--- config.mk ---
export PLATFORM = sky130hd
export DESIGN_NAME = baby_vga_fb_arbiter_flat
export DESIGN_NICKNAME = d
export VERILOG_FILES = /design/src/rtl/baby_vga_pkg.sv /design/src/rtl/baby_vga_fb_arbiter_if.sv /design/src/rtl/baby_vga_wfifo.sv /design/src/rtl/baby_vga_fb_arbiter.sv /design/src/flat_wrapper.sv
export SDC_FILE = /design/constraint.sdc
export NUM_CORES = 1
export LEC_CHECK = 0
export CORE_MARGIN = 3
export CORE_UTILIZATION = 49
export CTS_CLUSTER_DIAMETER = 100
export DETAILED_ROUTE_END_ITERATION = 6
export PLACE_DENSITY = 0.86
export RECOVER_POWER = 25
export SLEW_MARGIN = 20
export SYNTH_ARGS = -nofsm -noshare
export SYNTH_HDL_FRONTEND = slang
export SYNTH_SLANG_ARGS = --single-unit
--- constraint.sdc ---
create_clock -name clk -period 3.7 [get_ports clk]
set_clock_uncertainty 0.1 [all_clocks]
set_input_delay 0.74 -clock clk [delete_from_list [all_inputs] [get_ports clk]]
set_output_delay 0.74 -clock clk [all_outputs]
set_load 0.05 [all_outputs]
--- src/rtl/baby_vga_pkg.sv ---
// Shared definitions for the baby VGA line framebuffer and its access arbiter.
package baby_vga_pkg;

    localparam int FB_LINES  = 16;
    localparam int FB_ADDR_W = 4;
    localparam int FB_DATA_W = 32;

    // TinyQV bus transfer codes on data_write_n / data_read_n.
    localparam logic [1:0] BUS_W32  = 2'b10;
    localparam logic [1:0] BUS_NONE = 2'b11;

    // Owner of the single framebuffer port for one cycle.
    typedef enum logic [1:0] {
        GNT_NONE = 2'd0,
        GNT_VID  = 2'd1,
        GNT_WR   = 2'd2,
        GNT_RD   = 2'd3
    } grant_t;

endpackage

--- src/rtl/baby_vga_fb_arbiter_if.sv ---
// TinyQV peripheral bus as seen by the framebuffer arbiter.
interface baby_vga_fb_arbiter_if;
    import baby_vga_pkg::*;

    logic [5:0]           address;
    logic [FB_DATA_W-1:0] data_in;
    logic [1:0]           data_write_n;
    logic [1:0]           data_read_n;
    logic [FB_DATA_W-1:0] data_out;
    logic                 data_ready;

    // CPU side drives the request, arbiter answers with read data.
    modport master (
        output address, data_in, data_write_n, data_read_n,
        input  data_out, data_ready
    );

    modport slave (
        input  address, data_in, data_write_n, data_read_n,
        output data_out, data_ready
    );

endinterface

--- src/rtl/baby_vga_wfifo.sv ---
// Posted-write FIFO: drops a push when full unless the same cycle pops.
module baby_vga_wfifo #(
    parameter int WIDTH = 36,
    parameter int DEPTH = 2
) (
    input  logic             clk,
    input  logic             rst_n,
    input  logic             push,
    input  logic [WIDTH-1:0] push_data,
    input  logic             pop,
    output logic [WIDTH-1:0] pop_data,
    output logic             full,
    output logic             empty,
    output logic             overflow
);

    localparam int PTR_W = $clog2(DEPTH);

    logic [PTR_W:0]   wr_ptr;
    logic [PTR_W:0]   rd_ptr;
    logic [WIDTH-1:0] mem [DEPTH];
    logic             push_ok;
    logic             pop_ok;

    // Extra pointer MSB distinguishes full from empty when indices match.
    assign empty    = (wr_ptr == rd_ptr);
    assign full     = (wr_ptr[PTR_W] != rd_ptr[PTR_W]) &&
                      (wr_ptr[PTR_W-1:0] == rd_ptr[PTR_W-1:0]);
    assign pop_ok   = pop && !empty;
    assign push_ok  = push && (!full || pop_ok);
    assign overflow = push && full && !pop_ok;
    assign pop_data = mem[rd_ptr[PTR_W-1:0]];

    // Pointer update on accepted push/pop.
    // NOTE: state registers use <= so every flop samples pre-edge values.
    always_ff @(posedge clk or negedge rst_n) begin
        if (!rst_n) begin
            wr_ptr <= '0;
            rd_ptr <= '0;
        end else begin
            if (push_ok) wr_ptr <= wr_ptr + (PTR_W+1)'(1);
            if (pop_ok)  rd_ptr <= rd_ptr + (PTR_W+1)'(1);
        end
    end

    // Entry storage write.
    // NOTE: storage is not reset; the pointers alone define which entries are valid.
    always_ff @(posedge clk) begin
        if (push_ok) mem[wr_ptr[PTR_W-1:0]] <= push_data;
    end

endmodule

--- src/rtl/baby_vga_fb_arbiter.sv ---
// Single-port framebuffer scheduler: video fetch > posted CPU write > CPU read,
// with a starvation guard that forces one CPU slot after STARVE_MAX video grants.
module baby_vga_fb_arbiter
    import baby_vga_pkg::*;
#(
    parameter int ADDR_W      = FB_ADDR_W,
    parameter int DATA_W      = FB_DATA_W,
    parameter int WFIFO_DEPTH = 2,
    parameter int STARVE_MAX  = 4
) (
    input  logic                  clk,
    input  logic                  rst_n,
    baby_vga_fb_arbiter_if.slave  bus,
    input  logic                  vid_req,
    input  logic [3:0]            vid_row,
    output logic [DATA_W-1:0]     vid_line,
    output logic                  vid_ack,
    output logic [ADDR_W-1:0]     fb_addr,
    output logic                  fb_we,
    output logic [DATA_W-1:0]     fb_wdata,
    input  logic [DATA_W-1:0]     fb_rdata,
    input  logic                  clr_status,
    output logic                  wfifo_overflow,
    output logic                  vid_overrun
);

    localparam int ENTRY_W = ADDR_W + DATA_W;
    localparam int SC_W    = $clog2(STARVE_MAX + 1);

    grant_t               gnt;
    logic                 vid_pend;
    logic [ADDR_W-1:0]    vid_row_q;
    logic                 rd_pend;
    logic [ADDR_W-1:0]    rd_addr_q;
    logic [SC_W-1:0]      starve_cnt;
    logic                 s1_rd, s1_vid, s2_rd, s2_vid;
    logic [FB_DATA_W-1:0] data_out_q;
    logic                 data_ready_q;
    logic                 wr_cmd, rd_cmd, rd_busy, cpu_work, force_cpu, fifo_pop;
    logic                 fifo_empty, fifo_ovf, unused_full, unused_addr;
    logic [ENTRY_W-1:0]   fifo_out;
    logic [ADDR_W-1:0]    fifo_addr;
    logic [DATA_W-1:0]    fifo_data;

    assign unused_addr   = ^bus.address[1:0];
    assign wr_cmd        = (bus.data_write_n == BUS_W32);
    assign rd_cmd        = (bus.data_read_n == BUS_W32);
    // The CPU holds its read level until it sees data_ready, so the read is
    // outstanding from capture through the data_ready cycle itself.
    assign rd_busy       = rd_pend || (s1_rd && !s1_vid) || (s2_rd && !s2_vid) || data_ready_q;
    assign cpu_work      = !fifo_empty || rd_pend;
    assign force_cpu     = cpu_work && (starve_cnt == SC_W'(STARVE_MAX));
    assign fifo_pop      = (gnt == GNT_WR);
    assign {fifo_addr, fifo_data} = fifo_out;
    assign bus.data_out   = data_out_q;
    assign bus.data_ready = data_ready_q;

    baby_vga_wfifo #(
        .WIDTH (ENTRY_W),
        .DEPTH (WFIFO_DEPTH)
    ) u_wfifo (
        .clk       (clk),
        .rst_n     (rst_n),
        .push      (wr_cmd),
        .push_data ({ADDR_W'(bus.address[5:2]), DATA_W'(bus.data_in)}),
        .pop       (fifo_pop),
        .pop_data  (fifo_out),
        .full      (unused_full),
        .empty     (fifo_empty),
        .overflow  (fifo_ovf)
    );

    // Grant selection; reads wait for an empty FIFO to keep read-after-write order.
    // NOTE: default assigned first so no path leaves gnt unassigned (no latch).
    always_comb begin
        gnt = GNT_NONE;
        if (vid_pend && !force_cpu) gnt = GNT_VID;
        else if (!fifo_empty)       gnt = GNT_WR;
        else if (rd_pend)           gnt = GNT_RD;
    end

    // Capture pending video fetch and CPU read; a new vid_req beats a same-cycle grant.
    always_ff @(posedge clk or negedge rst_n) begin
        if (!rst_n) begin
            vid_pend  <= 1'b0;
            vid_row_q <= '0;
            rd_pend   <= 1'b0;
            rd_addr_q <= '0;
        end else begin
            if (vid_req) begin
                vid_pend  <= 1'b1;
                vid_row_q <= ADDR_W'(vid_row);
            end else if (gnt == GNT_VID) begin
                vid_pend  <= 1'b0;
            end
            if (gnt == GNT_RD) begin
                rd_pend   <= 1'b0;
            end else if (rd_cmd && !rd_busy) begin
                rd_pend   <= 1'b1;
                rd_addr_q <= ADDR_W'(bus.address[5:2]);
            end
        end
    end

    // Count video grants that made CPU work wait; any CPU grant clears it.
    always_ff @(posedge clk or negedge rst_n) begin
        if (!rst_n) begin
            starve_cnt <= '0;
        end else if (gnt == GNT_WR || gnt == GNT_RD) begin
            starve_cnt <= '0;
        end else if (gnt == GNT_VID && cpu_work && starve_cnt != SC_W'(STARVE_MAX)) begin
            starve_cnt <= starve_cnt + SC_W'(1);
        end
    end

    // Port stage: register the granted access onto the framebuffer port.
    always_ff @(posedge clk or negedge rst_n) begin
        if (!rst_n) begin
            fb_addr  <= '0;
            fb_we    <= 1'b0;
            fb_wdata <= '0;
            s1_rd    <= 1'b0;
            s1_vid   <= 1'b0;
            s2_rd    <= 1'b0;
            s2_vid   <= 1'b0;
        end else begin
            fb_we  <= (gnt == GNT_WR);
            s1_rd  <= (gnt == GNT_VID) || (gnt == GNT_RD);
            s1_vid <= (gnt == GNT_VID);
            s2_rd  <= s1_rd;
            s2_vid <= s1_vid;
            case (gnt)
                GNT_VID: fb_addr <= vid_row_q;
                GNT_RD:  fb_addr <= rd_addr_q;
                GNT_WR: begin
                    fb_addr  <= fifo_addr;
                    fb_wdata <= fifo_data;
                end
                default: ;
            endcase
        end
    end

    // Return stage: route fb_rdata by tag and pulse the matching ack.
    always_ff @(posedge clk or negedge rst_n) begin
        if (!rst_n) begin
            vid_line     <= '0;
            vid_ack      <= 1'b0;
            data_out_q   <= '0;
            data_ready_q <= 1'b0;
        end else begin
            vid_ack      <= s2_rd && s2_vid;
            data_ready_q <= s2_rd && !s2_vid;
            if (s2_rd && s2_vid)  vid_line   <= fb_rdata;
            if (s2_rd && !s2_vid) data_out_q <= FB_DATA_W'(fb_rdata);
        end
    end

    // Sticky status; a set event in the clearing cycle wins.
    always_ff @(posedge clk or negedge rst_n) begin
        if (!rst_n) begin
            wfifo_overflow <= 1'b0;
            vid_overrun    <= 1'b0;
        end else begin
            if (fifo_ovf)        wfifo_overflow <= 1'b1;
            else if (clr_status) wfifo_overflow <= 1'b0;
            if (vid_req && vid_pend && gnt != GNT_VID) vid_overrun <= 1'b1;
            else if (clr_status)                       vid_overrun <= 1'b0;
        end
    end

endmodule

--- src/flat_wrapper.sv ---
// flat-port wrapper written by rule: the top's interface ports become plain ports
module baby_vga_fb_arbiter_flat import baby_vga_pkg::*;
#(
    parameter int ADDR_W      = FB_ADDR_W,
    parameter int DATA_W      = FB_DATA_W,
    parameter int WFIFO_DEPTH = 2,
    parameter int STARVE_MAX  = 4
)
  (clk, rst_n, vid_req, vid_row, vid_line, vid_ack, fb_addr, fb_we, fb_wdata, fb_rdata, clr_status, wfifo_overflow, vid_overrun, bus_address, bus_data_in, bus_data_write_n, bus_data_read_n, bus_data_out, bus_data_ready);
  baby_vga_fb_arbiter_if bus_i ();
  input  logic clk;
  input  logic rst_n;
  input  logic vid_req;
  input  logic [3:0] vid_row;
  output logic [DATA_W-1:0] vid_line;
  output logic vid_ack;
  output logic [ADDR_W-1:0] fb_addr;
  output logic fb_we;
  output logic [DATA_W-1:0] fb_wdata;
  input  logic [DATA_W-1:0] fb_rdata;
  input  logic clr_status;
  output logic wfifo_overflow;
  output logic vid_overrun;
  input wire logic [$bits(bus_i.address)-1:0] bus_address;
  input wire logic [$bits(bus_i.data_in)-1:0] bus_data_in;
  input wire logic [$bits(bus_i.data_write_n)-1:0] bus_data_write_n;
  input wire logic [$bits(bus_i.data_read_n)-1:0] bus_data_read_n;
  output wire logic [$bits(bus_i.data_out)-1:0] bus_data_out;
  output wire logic [$bits(bus_i.data_ready)-1:0] bus_data_ready;
  assign bus_i.address = bus_address;
  assign bus_i.data_in = bus_data_in;
  assign bus_i.data_write_n = bus_data_write_n;
  assign bus_i.data_read_n = bus_data_read_n;
  assign bus_data_out = bus_i.data_out;
  assign bus_data_ready = bus_i.data_ready;
  baby_vga_fb_arbiter #(.ADDR_W(ADDR_W), .DATA_W(DATA_W), .WFIFO_DEPTH(WFIFO_DEPTH), .STARVE_MAX(STARVE_MAX)) u_core (.clk(clk), .rst_n(rst_n), .bus(bus_i), .vid_req(vid_req), .vid_row(vid_row), .vid_line(vid_line), .vid_ack(vid_ack), .fb_addr(fb_addr), .fb_we(fb_we), .fb_wdata(fb_wdata), .fb_rdata(fb_rdata), .clr_status(clr_status), .wfifo_overflow(wfifo_overflow), .vid_overrun(vid_overrun));
endmodule
==> results.toml, run 1 <==
[outcome]
outcome = "finished with violations"
violations = "max-capacitance violations, max-slew violations"

[global_route]
grt_pass1_wl_um = 24300
grt.overflow.total = 0
antenna_found_initial = 4
grt_pass1_vias = 4648
track_usage_pct = 19.1
grt_max_degree = 68

[detailed_routing]
wl_per_cell_um = 18.4
drt.antenna.violating_nets = 0
drc = 0
vias = 4519
vias_per_cell = 5.32
drt_wl_total_um = 15600
drt_first_pass_iters = 4
drt_iter0_drc = 155

[logic_synthesis]
ys_ff_latch = 198
yosys.area.top_type = "dfrtp_1"
syn_inst = 466
ys_async_sr_fraction_pct = 63.6
yosysMostFrequentCell = "dfrtp_1"
yosysWarnings = 0
syn_area_um2 = 7340
syn_area_per_cell_um2 = 15.7
synth_cell_types = 32
synth_edf_count = 72
synth_area_leaders = "dfrtp_1 (43%), edfxtp_1 (29%), mux2_2 (11%), mux2i_1 (4.9%), a21oi_1 (2.5%)"
synthTopCellsByCount = "dfrtp_1 (126), edfxtp_1 (72), mux2_2 (72)"
synth_top_area_share_pct = 43.0
synth_ff_type = "dfrtp_1"
syn_nets = 550
yosysSeqAreaShare_pct = 72.4

[layout]
drive_gt1_share_pct = 17.3
nets = 737
n_fill_cell = 939
syn2layout_area_growth_pct = 36.1
diodes = 0
post-route-util_pct = 68.5

[floorplanning]
row_count = 44
dieHeight_um = 128
dieArea_um2 = 16500
core_um2 = 14600
dieWidth_um = 128
start_util_pct = 50.3
io_pins = 187

[hold_path]
min_from = "u_core.s1_vid"
min_path_type = "reg -> reg"

[sta]
max-slew-margin-rel_pct = -25.2
hold_violations = 0
setup_slack_ns = 1.19
fin_crit_sh_pct = 67.9
setup_viol = 0
max_freq_ghz = 0.398
period_needed_ns = 2.51
worst_pin_slew_ns = 1.88
hold-worst-slack_ns = 0.276
rsz0062_at_grt = "no"
slew_viol_final = 101
tns_ns = 0

[clock_network]
clock_path_buffers = 2
cts_sinks = 198
numCtsBuffers = 17
cts_root_buffer = "clkbuf_16"
cts_tree = "done"
hold_buffers = 0
htree_levels = 4
post_cts_buffers = 0
path_clk_slew_ns = 0.07
ctsResizeCount = 0
clk_latency_ns = 0.42

[setup_path]
critPathArrivalTime_ns = 2.71
path_max_fanout = 33
start_kind = "flip-flop"
worstSetupEndpointType = "flip-flop"
worstReg2RegStart = "u_core.s2_vid"
crit_type = "reg -> reg"
cp_data_required_time_ns = 3.90
startpoint = "u_core.s2_vid"

[power_and_ir_drop]
ir_worst_vdd_mv = 0.717
leakage_nw = 3.98
p_total_mw = 10.6
p_per_area_nw_per_um2 = 1060

[placed_design]
gp_congestion = 0.811
post-dp-hpwl_um = 10400
numPortBuffers = 184
dp_slack_ns = 0.979

[run]
maxCapViolCount = 2
[stage by stage]
step                instance area [µm²]  cells
detailed placement                 9370    818
global route                       9990    850
finish                             9990    850
CTS                                9990    850
global placement                   9370    818
floorplan                          7340    466
[cells by family (layout without fill, tap and decap cells)]
| family | Yosys count | count (layout) | share of synthesized area (%) |
|---|---|---|---|
| AO/OA/AOI/OAI | 60 | 60 | 4.71 |
| multiplexers | 108 | 108 | 16.0 |
| XOR/XNOR | 8 | 8 | 1.06 |
| AND/OR/NAND/NOR | 59 | 59 | 3.39 |
| flip-flops | 198 | 198 | 72.4 |
| adder cells (fa/ha/maj) | 2 | 2 | 0.341 |
| buffers and inverters | 31 | 231 | 2.10 |
[final cells by class]
cell class                      instances  area (µm²)  share of cell area [%]
Inverter                                8        30.0                   0.301
Timing Repair Buffer                  191        1900                    19.0
Multi-Input combinational cell        237        1900                    19.0
Sequential cell                       198        5320                    53.2
Clock buffer                           22         475                    4.76
Tap cell                              184         230                    2.31
Clock inverter                         10         139                    1.39
[layer usage]
layer  track usage (%)  vias up  share of wire [%]
met5                 0        -               0.31
met4              5.87        8                1.1
met3              6.23       25                8.9
met2              31.3      188                 48
met1              24.4     2247                 42
li1                  -     2051                  -
[path summary, 6_finish.rpt]
path                            slack, ns  depth (start not counted)                        to
worst max register to register       1.19                          3       u_core.vid_line[19]
worst max-delay path                 1.19                          3       u_core.vid_line[19]
min in group asynchronous            0.67                          1    u_core.bus.data_out[6]
worst min register to register       0.28                          0             u_core.s2_vid
max in group asynchronous            1.63                          1  u_core.u_wfifo.rd_ptr[0]
worst min-delay path                 0.28                          0             u_core.s2_vid
[cell usage in the layout, fill, tap and decap left out, types with 2 or more instances in the layout]
cell | synthesis | routed
nor2b_4 | 0 | 2
buf_4 | 5 | 5
ha_1 | 2 | 2
dfrtp_1 | 126 | 125
dlygate4sd3_1 | 0 | 36
o211ai_1 | 4 | 4
inv_6 | 0 | 3
mux2_2 | 72 | 72
clkinv_2 | 0 | 3
a21oi_1 | 37 | 37
edfxtp_1 | 72 | 72
clkbuf_1 | 2 | 4
nand2b_1 | 2 | 2
a41oi_1 | 4 | 4
nand2_1 | 16 | 16
inv_1 | 8 | 8
clkbuf_16 | 0 | 18
nand3_1 | 2 | 2
a31oi_1 | 3 | 3
clkdlybuf4s50_1 | 0 | 147
mux2i_1 | 36 | 36
xnor2_2 | 1 | 2
nor2_1 | 32 | 32
bufinv_16 | 0 | 3
xor2_1 | 5 | 5
o21ai_0 | 7 | 7
[state kept, by name, summed over array words and instances (netlist names), 2 cells and up]
| name | cells |
|---|---|
| u_core.bus.data_out | 32 |
| u_core.u_wfifo.mem | 72 |
| u_core.vid_row_q | 4 |
| u_core.vid_line | 32 |
| u_core.fb_addr | 4 |
| u_core.rd_addr_q | 4 |
| u_core.starve_cnt | 3 |
| u_core.u_wfifo.rd_ptr | 2 |
| u_core.u_wfifo.wr_ptr | 2 |
| u_core.fb_wdata | 32 |
[where the power goes]
group,total (mW),switching (mW),internal (mW)
clock,1.90,0.777,1.13
sequential,3.53,0.448,3.08
combinational,5.16,3.32,1.84
[critical path, cell delays in order, from the launching register on]
cell      delay, ns
dfrtp_1        0.41
nand2_1        0.07
clkbuf_1       1.33
mux2_2         0.45
Power figures use the tool's default switching activity.
==> inputs of run 2 (changes only) <==
- CORE_UTILIZATION: 49 -> 44
- PLACE_DENSITY: 0.86 -> 0.82
- clock period: 3.7 -> 2.1 ns (I/O delays scaled with it)
==> run 2 against run 1 <==
Net effect:
- the run now ends clean
- sequential cell count is the same
- combinational power grew 68%
- via count grew 0.71%
- global-route usage shrank 1.3 points
- clock-buffer cell count shrank 2
- critical endpoint is now vid_ack
==> results.toml, run 2 (synthesis gave the netlist of run 1 again) <==
[clock_network]
clock_path_buffers = 2
cts_root_buffer = "clkbuf_16"
post_cts_buffers = 0
numCtsBuffers = 17
cts_tree = "done"
clk_latency_ns = 0.42
htree_levels = 4
path_clk_slew_ns = 0.06
cts_sinks = 198

[sta]
worst_pin_slew_ns = 0.723
max_freq_ghz = 0.489
slew_viol_final = 0
tns_ns = 0
hold_violations = 0
period_needed_ns = 2.05
setup_slack_ns = 0.0536
rsz0062_at_grt = "no"
setup_viol = 0
fin_crit_sh_pct = 97.4
max-slew-margin-rel_pct = 51.8

[detailed_routing]
wl_met1_um = 6700
drt_first_pass_iters = 5
drt_iter0_drc = 210
vias_per_cell = 5.06
wl_met2_um = 7610
wl_per_cell_um = 17.7
wl_met3_um = 1380
drt.antenna.violating_nets = 0
drc = 0
drt_wl_total_um = 16000
vias = 4551
highest_layer = "met5"

[global_route]
grt_pass1_vias = 4829
track_usage_pct = 17.8
grt_max_degree = 60
grt.overflow.total = 0
grt_pass1_wl_um = 25000
antenna_found_initial = 5

[placed_design]
dp_slack_ns = -0.0121
numPortBuffers = 184
gp_congestion = 0.812
post-dp-hpwl_um = 11500

[floorplanning]
dieHeight_um = 135
dieWidth_um = 135
core_um2 = 16100
start_util_pct = 45.5
dieArea_um2 = 18300
row_count = 46
io_pins = 187

[setup_path]
cp_data_required_time_ns = 1.58
path_max_fanout = 1
start_kind = "flip-flop"
worstSetupEndpointType = "output pin"
crit_chain = "clkdlybuf4s50_1"
critPathBufInv = 1
slowest_delay_ns = 0.79
slowest_stage = "clkdlybuf4s50_1"
cp_top_family = "buffers and inverters"
crit_type = "reg -> out"
critPathArrivalTime_ns = 1.53

[layout]
drive_gt1_share_pct = 19.2
syn2layout_area_growth_pct = 36.4
nets = 752
largest_reg_flops = 72
final_common_cell = "dfrtp_1"
final_cell_mix = "dfrtp_1 (125), dlygate4sd2_1 (97), mux2_2 (72), edfxtp_1 (72), clkdlybuf4s50_1 (43)"

[run]
maxCapViolCount = 0

[power_and_ir_drop]
leakage_nw = 4.17
ir_worst_vdd_mv = 1.12
p_per_area_nw_per_um2 = 1780

[hold_path]
min_path_type = "reg -> reg"

[outcome]
outcome = "finished, final reports clean"
-- run 2: changes by cell type in the layout (fill, tap and decap cells not counted), moves of 3 or more --
cell and delta:
buf_4 +15, buf_12 +5, inv_6 -3, clkdlybuf4s50_1 -104
diode_2 +3, clkinv_4 +4, dlygate4sd2_1 +97
-- run 2: per-stage QoR --
step | area (µm²) | util [%] | hold slack, ns | std cells | power (mW)
after floorplan | 7340 | - | 0.0244 | 466 | 12.4
after global placement | 9570 | 59.4 | 0.166 | 864 | 15.4
after detailed placement | 9570 | 59.4 | 0.173 | 864 | 15.6
after CTS | 10000 | 62.0 | 0.258 | 897 | 18.0
after global routing | 10000 | 62.1 | 0.291 | 899 | 18.7
final | 10000 | 62.1 | 0.285 | 900 | 17.8
-- run 2: worst paths after layout --
path,from,end,slack (ns),cells past startpoint
max,u_core.vid_ack,vid_ack,0.05,1
min,u_core.s1_vid,u_core.s2_vid,0.28,0
max reg2reg,u_core.starve_cnt[0],u_core.u_wfifo.mem[1][7],0.20,7
min reg2reg,u_core.s1_vid,u_core.s2_vid,0.28,0
max in group asynchronous,rst_n,u_core.u_wfifo.rd_ptr[0],0.52,3
min in group asynchronous,rst_n,u_core.bus.data_out[5],0.47,2
-- run 2: report_power, final --
group | switching, mW | internal (mW) | total, mW
clock | 1.37 | 1.64 | 3.00
sequential | 0.693 | 5.42 | 6.11
combinational | 5.93 | 2.74 | 8.68
-- run 2: final cells by class --
cell class,instances,area (µm²)
diodes,3,7.51
clock buffers,20,437
clock inverters,12,106
fillers,1214,6110
inverters,8,30.0
multi-input cells,237,1890
flip-flops and latches,198,5320
well taps,216,270
repair buffers,206,1950
-- run 2: repair_timing --
| item | in CTS | in global routing |
|---|---|---|
| endpoints found under the hold margin | 9 | 0 |
| resized for setup | 97 | 2 |
| setup endpoints to repair | 97 | 2 |
| hold buffers | 1 | 0 |
-- run 2: metal layers --
metal  global-route usage, %  vias up
met5                       0        -
met4                    5.71        6
met3                    6.20       25
met2                    29.4      201
met1                    22.1     2227
li1                        -     2092
==> inputs of run 3 (changes only) <==
- CTS_CLUSTER_DIAMETER: 100 -> unset
- HOLD_SLACK_MARGIN: unset -> 0.03
==> results of run 3 <==
Final layout, timing and power as in run 2 (identical DEF).
